$ cat config.mk
export PLATFORM = sky130hd
export DESIGN_NAME = corefifo_fwft_prefetch_buf_flat
export DESIGN_NICKNAME = d
export VERILOG_FILES = /design/src/rtl/corefifo_fwft_prefetch_buf_if.sv /design/src/rtl/corefifo_fwft_prefetch_buf.sv /design/src/flat_wrapper.sv
export SDC_FILE = /design/constraint.sdc
export NUM_CORES = 1
export LEC_CHECK = 0
export ABC_AREA = 0
export CAP_MARGIN = 40
export CELL_PAD_IN_SITES_DETAIL_PLACEMENT = 1
export CELL_PAD_IN_SITES_GLOBAL_PLACEMENT = 1
export CORE_MARGIN = 2
export CORE_UTILIZATION = 44
export DETAILED_ROUTE_END_ITERATION = 8
export DONT_BUFFER_PORTS = 1
export GPL_ROUTABILITY_DRIVEN = 0
export GPL_TIMING_DRIVEN = 0
export PLACE_DENSITY = 0.81
export SYNTH_ARGS = -nofsm -noshare
export SYNTH_HDL_FRONTEND = slang
export SYNTH_SLANG_ARGS = --single-unit
$ cat constraint.sdc
create_clock -name clk -period 1.6 [get_ports clk]
set_clock_uncertainty 0.05 [all_clocks]
set_input_delay 0.08 -clock clk [delete_from_list [all_inputs] [get_ports clk]]
set_output_delay 0.08 -clock clk [all_outputs]
set_load 0.1 [all_outputs]
$ cat src/rtl/corefifo_fwft_prefetch_buf_if.sv
// Handshake bundle for the FWFT prefetch buffer: RAM read port on one side,
// consumer pop/status on the other.
interface corefifo_fwft_prefetch_buf_if #(
  parameter int RWIDTH = 32,
  parameter int CNT_W  = 3
);
  logic              fifo_empty;
  logic [RWIDTH-1:0] fifo_dout;
  logic              fifo_rd_en;
  logic              rd_en;
  logic [RWIDTH-1:0] dout;
  logic              empty;
  logic              aempty;
  logic [CNT_W-1:0]  level;
  logic              underflow;
  logic              clr_underflow;

  modport slave (
    input  fifo_empty, fifo_dout, rd_en, clr_underflow,
    output fifo_rd_en, dout, empty, aempty, level, underflow
  );

  modport master (
    output fifo_empty, fifo_dout, rd_en, clr_underflow,
    input  fifo_rd_en, dout, empty, aempty, level, underflow
  );
endinterface

$ cat src/rtl/corefifo_fwft_prefetch_buf.sv
// First-word-fall-through output stage: credit-based skid buffer that absorbs
// the RAM read latency so the consumer can pop one word per cycle.
module corefifo_fwft_prefetch_buf #(
  parameter int RWIDTH        = 32,
  parameter int RD_LATENCY    = 1,
  parameter int SKID_DEPTH    = 4,
  parameter int CNT_W         = 3,
  parameter int AEMPTY_THRESH = 1,
  parameter int READ_LOW      = 0
) (
  input  logic                         clk,
  input  logic                         reset_rclk_top,
  corefifo_fwft_prefetch_buf_if.slave  bus
);

  localparam int PTR_W = (SKID_DEPTH > 1) ? $clog2(SKID_DEPTH) : 1;
  localparam logic [CNT_W:0] DEPTH_W  = (CNT_W+1)'(SKID_DEPTH);
  localparam logic [CNT_W:0] THRESH_W = (CNT_W+1)'(AEMPTY_THRESH);

  logic [RWIDTH-1:0]     mem [SKID_DEPTH];
  logic [PTR_W-1:0]      wptr;
  logic [PTR_W-1:0]      rptr;
  logic [CNT_W-1:0]      level_q;
  logic [RD_LATENCY-1:0] rd_pipe;
  logic [RD_LATENCY-1:0] rd_pipe_next;
  logic                  underflow_q;

  logic                  re_p;
  logic                  pop;
  logic                  capture;
  logic                  empty_int;
  logic                  credit_ok;
  logic [CNT_W:0]        inflight;
  logic [CNT_W:0]        occupied;
  logic [CNT_W:0]        room;

  assign re_p      = (READ_LOW != 0) ? ~bus.rd_en : bus.rd_en;
  assign empty_int = (level_q == '0);
  assign pop       = re_p & ~empty_int;
  assign capture   = rd_pipe[RD_LATENCY-1];

  always_comb begin
    inflight = '0;
    for (int i = 0; i < RD_LATENCY; i++) begin
      inflight = inflight + (CNT_W+1)'(rd_pipe[i]);
    end
  end

  // credit > 0 rewritten as an unsigned compare: level + inflight < depth + pop
  assign occupied  = {1'b0, level_q} + inflight;
  assign room      = DEPTH_W + (CNT_W+1)'(pop);
  assign credit_ok = (occupied < room);

  assign bus.fifo_rd_en = reset_rclk_top & ~bus.fifo_empty & credit_ok;

  always_comb begin
    rd_pipe_next    = rd_pipe << 1;
    rd_pipe_next[0] = bus.fifo_rd_en;
  end

  always_ff @(posedge clk or negedge reset_rclk_top) begin
    if (!reset_rclk_top) begin
      rd_pipe     <= '0;
      wptr        <= '0;
      rptr        <= '0;
      level_q     <= '0;
      underflow_q <= 1'b0;
      for (int i = 0; i < SKID_DEPTH; i++) begin
        mem[i] <= '0;
      end
    end else begin
      rd_pipe <= rd_pipe_next;
      if (capture) begin
        mem[wptr] <= bus.fifo_dout;
        wptr      <= wptr + PTR_W'(1);
      end
      if (pop) begin
        rptr <= rptr + PTR_W'(1);
      end
      level_q <= level_q + CNT_W'(capture) - CNT_W'(pop);
      // a new underflow takes priority over a coincident clear
      underflow_q <= (re_p & empty_int) | (underflow_q & ~bus.clr_underflow);
    end
  end

  assign bus.dout      = mem[rptr];
  assign bus.empty     = empty_int;
  assign bus.level     = level_q;
  assign bus.aempty    = ({1'b0, level_q} <= THRESH_W);
  assign bus.underflow = underflow_q;

endmodule

$ cat src/flat_wrapper.sv
// flat-port wrapper written by rule: the top's interface ports become plain ports
module corefifo_fwft_prefetch_buf_flat 
#(
  parameter int RWIDTH        = 32,
  parameter int RD_LATENCY    = 1,
  parameter int SKID_DEPTH    = 4,
  parameter int CNT_W         = 3,
  parameter int AEMPTY_THRESH = 1,
  parameter int READ_LOW      = 0
)
  (clk, reset_rclk_top, bus_fifo_empty, bus_fifo_dout, bus_rd_en, bus_clr_underflow, bus_fifo_rd_en, bus_dout, bus_empty, bus_aempty, bus_level, bus_underflow);
  corefifo_fwft_prefetch_buf_if #(.RWIDTH(RWIDTH), .CNT_W(CNT_W)) bus_i ();
  input  logic clk;
  input  logic reset_rclk_top;
  input wire logic [$bits(bus_i.fifo_empty)-1:0] bus_fifo_empty;
  input wire logic [$bits(bus_i.fifo_dout)-1:0] bus_fifo_dout;
  input wire logic [$bits(bus_i.rd_en)-1:0] bus_rd_en;
  input wire logic [$bits(bus_i.clr_underflow)-1:0] bus_clr_underflow;
  output wire logic [$bits(bus_i.fifo_rd_en)-1:0] bus_fifo_rd_en;
  output wire logic [$bits(bus_i.dout)-1:0] bus_dout;
  output wire logic [$bits(bus_i.empty)-1:0] bus_empty;
  output wire logic [$bits(bus_i.aempty)-1:0] bus_aempty;
  output wire logic [$bits(bus_i.level)-1:0] bus_level;
  output wire logic [$bits(bus_i.underflow)-1:0] bus_underflow;
  assign bus_i.fifo_empty = bus_fifo_empty;
  assign bus_i.fifo_dout = bus_fifo_dout;
  assign bus_i.rd_en = bus_rd_en;
  assign bus_i.clr_underflow = bus_clr_underflow;
  assign bus_fifo_rd_en = bus_i.fifo_rd_en;
  assign bus_dout = bus_i.dout;
  assign bus_empty = bus_i.empty;
  assign bus_aempty = bus_i.aempty;
  assign bus_level = bus_i.level;
  assign bus_underflow = bus_i.underflow;
  corefifo_fwft_prefetch_buf #(.RWIDTH(RWIDTH), .RD_LATENCY(RD_LATENCY), .SKID_DEPTH(SKID_DEPTH), .CNT_W(CNT_W), .AEMPTY_THRESH(AEMPTY_THRESH), .READ_LOW(READ_LOW)) u_core (.clk(clk), .reset_rclk_top(reset_rclk_top), .bus(bus_i));
endmodule
Word level (Yosys, flattened, before mapping)
Index checks and enable logic that the tools add are counted.

Logic and storage cells: 39. Flip-flop bits (word level): 137. Input port bits: 37. Output and inout bits: 39.

Magnitude comparators: 5. Bitwise logic cells: 11. Add/sub/neg operators: 6. Reductions and logical operators: 2. Muxes and demuxes: 6.

Operator list (number): bitwise mux 128 bit (1); 2-to-1 mux 32 bit (3); binary-select mux 32 bit (select 2 bit) (1); demux 32 bit (select 2 bit) (1); greater-or-equal comparator 3 bit, second input constant (2); NOT 2 -> 3 bit (2); bitwise AND 1 bit (5); adder 2 x 1 -> 2 bit, second input constant (2); adder 3 x 1 -> 4 bit (1); adder 3 x 1 -> 4 bit, first input constant (1); less-than comparator 4 bit (1); adder 3 x 1 -> 3 bit (1); <= comparator 3 x 1 -> 1 bit, second input constant (1); logical NOT 3 bit (1); less-than comparator 3 x 1 -> 1 bit, second input constant (1); NOT 1 bit (3); subtractor 3 x 1 -> 3 bit (1); logical AND 1 bit (1); OR 1 bit (1).

Longest topological paths before layout
Depth after elaboration: 6. Gate-level depth with buffers: 6. Mapped depth without buffers: 6.

Least setup slack after synthesis
Ideal clock, no wire load.

Path type: register to register. From: register u_core.level_q[1], in the netlist u_core.bus.level[1]. To: register u_core.underflow_q, in the netlist u_core.bus.underflow. Data arrival time: 3.331 ns. Setup time: 0.083 ns. Setup slack: -1.863 ns. Stages on the path, launching flop included: 4. Path through: dfrtp_1 > nor3_1 > nand2_1 > o21ai_0.

Longest elaborated chain between the ends: 3.

Ends and longest elaborated chain: start: declaration (line corefifo_fwft_prefetch_buf.sv:23) `logic [CNT_W-1:0] level_q;`; start signal: assignment (line corefifo_fwft_prefetch_buf.sv:80) `level_q <= level_q + CNT_W'(capture) - CNT_W'(pop);`; logical NOT 3 bit (line corefifo_fwft_prefetch_buf.sv:38) `assign empty_int = (level_q == '0);`; net bus_empty (line flat_wrapper.sv:21) `output wire logic [$bits(bus_i.empty)-1:0] bus_empty;`; bitwise AND 1 bit (line corefifo_fwft_prefetch_buf.sv:82) `underflow_q <= (re_p & empty_int) | (underflow_q & ~bus.clr_underflow);`; OR 1 bit (line corefifo_fwft_prefetch_buf.sv:82); end signal: assignment (line corefifo_fwft_prefetch_buf.sv:82); end: declaration (line corefifo_fwft_prefetch_buf.sv:26) `logic underflow_q;`.

The timed path passes the listed nets, and every way through them passes these cells. A chain may end at the register's enable or synchronous reset.

Worst setup path after layout
From: register u_core.level_q[0], in the netlist u_core.bus.level[0]. To: output bus_fifo_rd_en.

Longest elaborated chain between the ends: 6. Elaborated cells between the ends (all ways): 7.

Ends and longest elaborated chain: logical NOT 3 bit (line corefifo_fwft_prefetch_buf.sv:38); NOT 1 bit (line corefifo_fwft_prefetch_buf.sv:39) `assign pop = re_p & ~empty_int;`; bitwise AND 1 bit (line corefifo_fwft_prefetch_buf.sv:39); adder 3 x 1 -> 4 bit (line corefifo_fwft_prefetch_buf.sv:51) `assign room = DEPTH_W + (CNT_W+1)'(pop);`; less-than comparator 4 bit (*) (line corefifo_fwft_prefetch_buf.sv:52) `assign credit_ok = (occupied < room);`; bitwise AND 1 bit (*) (line corefifo_fwft_prefetch_buf.sv:54) `assign bus.fifo_rd_en = reset_rclk_top & ~bus.fifo_empty & credit_ok;`; end: declaration (line flat_wrapper.sv:19) `output wire logic [$bits(bus_i.fifo_rd_en)-1:0] bus_fifo_rd_en;`.

Every way passes the cells marked *; elsewhere a longest branch is shown, timed or not.

==> impl_metrics.toml <==
[status]
outcome = "complete, but fails checks"
violations = "hold timing, setup timing"

[timing]
setup_viol = 40
rsz0062_at_grt = "yes"
fmax_ghz = 0.419
period_share_pct = 149
finalCriticalPeriod_ps = 2390
worst_slack_ps = -787
tightest_slew_ps = 888
slew_violations = 0
slew_headroom_pct = 40.8
hold_viol = 137
hold_slack_ps = -699

[logic_synthesis]
synth_top_area_share_pct = 56.0
netlist_top_cells_area = "dfrtp_1 (56%), mux2_2 (20%), mux4_2 (10%), mux2_1 (3.9%), ha_1 (2.0%)"
synthXorXnorAreaFrac_pct = 0.716
synth_adder_area_share_pct = 2.37
syn_area_per_cell_um2 = 17.0
syn_area_um2 = 6120
synth_largest_area_cell = "dfrtp_1"
ys_seq_area_share_pct = 56.0
synth-compound-area-share_pct = 0.798
muxShareOfSynthArea_pct = 35.7
yosys.area_share.simple_pct = 1.02
netlist_instances = 360
synth_top_family_by_area = "multiplexers"
yosysWarnings = 0
synth-seq-cells = 137
synth_cell_types = 25
syn-num-nets = 408

[clock_network]
cts_tree = "done"
clockBufferDepth = 2
cts_hold_buffers = 35
clk_pin_slew_worst_paths_ps = 60
cts-buffers-inserted = 17
cts_htree_levels = 4
cts_num_sinks = 137
clk_latency_ps = 410
clockRootBuffer = "clkbuf_16"

[critical_path]
cp_num_buf_inv = 0
ff2ff_setup_slack_ps = -440
critPathRequiredTime_ps = 1470
cp_slowest_stage_delay_ps = 660
cp.arrival_ps = 2260
crit_fanout = 8
startpoint_type = "flop"
path_cells = "ha_4 -> ha_4 -> o31ai_4 -> and4b_4"
worstSetupPathType = "reg -> out"
reg2reg_depth = 6
cp_top_family = "flip-flops"
crit_slowest_cell = "dfrtp_4"
cp.depth = 4
end_kind = "output pin"
crit_path_frequent_cell = "ha_4"

[detailed_routing]
drt_iter0_markers = 116
ant_nets = 0
wirelength_um = 13500
dr.pass1.iters = 3
avgViaCountPerCell = 5.36
vias = 3340
remaining_drc_errors = 0
post_drt_wl_per_cell_um = 21.7

[layout]
finalNetCount = 478
n_fill_cell = 1245
multi_input_area_um2 = 2550
seq_area_um2 = 3440
syn_to_final_growth_pct = 26.1
n_antenna_cell = 0
drive_gt1_share_pct = 50.6

[die]
rows = 43
design.core.area_um2 = 13700
num_io_pins = 76
die_h_um = 122
die-width_um = 122
dieArea_um2 = 14900
start_util_pct = 44.6

[global_route]
grt_max_degree = 139
grt_use_total_pct = 19.8
antenna_found_initial = 0
overflow = 0
grt_pass1_wl_um = 21400
grt_pass1_vias = 3888

[placed_design]
dp_hpwl_um = 8160
io_buffers = 0

[run]
drv_cap = 0

[hold_path]
hold_class = "in -> async"
## cell type report
class | count | share of cell area, %
multi-input combinational | 194 | 33.1
buffer | 18 | 3.07
clock inverter | 7 | 1.18
timing repair buffer | 54 | 8.47
tap | 180 | 2.92
clock buffer | 25 | 6.29
sequential | 137 | 44.6
inverter | 8 | 0.389
## what timing repair did
item,4_1_cts,5_1_grt
buffers inserted,13,4
resized for setup,43,17
cloned,4,0
pin swaps,6,3
endpoints found under the setup margin,154,135
endpoints found under the hold margin,268,137
## worst paths after layout
kind / start / end
setup reg to reg: u_core.bus.level[2]$_DFF_PN0_ / u_core.bus.level[1]$_DFF_PN0_
setup / recovery: u_core.bus.level[0]$_DFF_PN0_ / bus_fifo_rd_en
max in group asynchronous: reset_rclk_top / u_core.mem[127]$_DFFE_PN0P_
hold / removal: reset_rclk_top / u_core.mem[43]$_DFFE_PN0P_
hold reg to reg: u_core.mem[90]$_DFFE_PN0P_ / u_core.mem[90]$_DFFE_PN0P_
min in group clk: reset_rclk_top / u_core.capture$_DFF_PN0_
## stage by stage
stage	cells	setup slack, ps	setup TNS [ps]	util (%)	area (µm²)
2_1_floorplan	360	-360	-1560	-	6170
3_3_place_gp	540	-414	-5840	46.6	6400
3_5_place_dp	544	-460	-7410	47.3	6490
4_1_cts	627	-814	-19880	56.7	7780
5_1_grt	623	-841	-18460	56.2	7710
6_report	623	-787	-16170	56.2	7710
## synth_stat cells
cell / count
nor3_1: 1
dfrtp_1: 137
mux4_2: 28
nand2_2: 4
clkbuf_1: 1
a32o_1: 1
mux4_1: 4
o21ai_0: 2
and4b_1: 1
inv_1: 8
buf_6: 1
xnor2_1: 1
o31ai_4: 1
o31ai_1: 1
mux2_1: 21
buf_2: 9
nor2_1: 2
nand2_1: 4
mux2i_1: 1
fa_1: 1
ha_1: 10
mux2_2: 107
buf_4: 7
buf_12: 3
xor2_1: 4
## cell families after synthesis
| family | count (synthesis) |
|---|---|
| XOR/XNOR | 5 |
| buffers and inverters | 29 |
| AND/OR/NAND/NOR | 12 |
| AO/OA/AOI/OAI | 5 |
| adder cells (fa/ha/maj) | 11 |
| multiplexers | 161 |
| flip-flops | 137 |
## metal layers
layer  track usage, %  wire, µm  up-vias  part of all wire (%)
met5                0         0        -                     0
met4             8.19       250        0                   1.9
met1             23.7      5610     1793                    42
li1                 -         -     1466                     -
met2             34.0      7110       61                    53
met3             5.20       519       20                   3.8
## cell usage in the layout (no fill, tap or decap), types with 7 or more instances in the layout
master	instances
mux2_2	107
mux4_2	32
clkbuf_16	17
buf_6	11
dlygate4sd3_1	35
ha_1	7
buf_12	8
mux2_1	21
dfrtp_1	132
buf_8	8
## sequential cells by signal, summed over array words and instances (netlist names)
register,flops
u_core.mem,128
u_core.bus.level,3
u_core.rptr,2
u_core.wptr,2
u_core.bus.underflow,1
u_core.capture,1
Power is not shown: default switching activity piles up to over one toggle a cycle in this logic, so the estimate is an artifact.
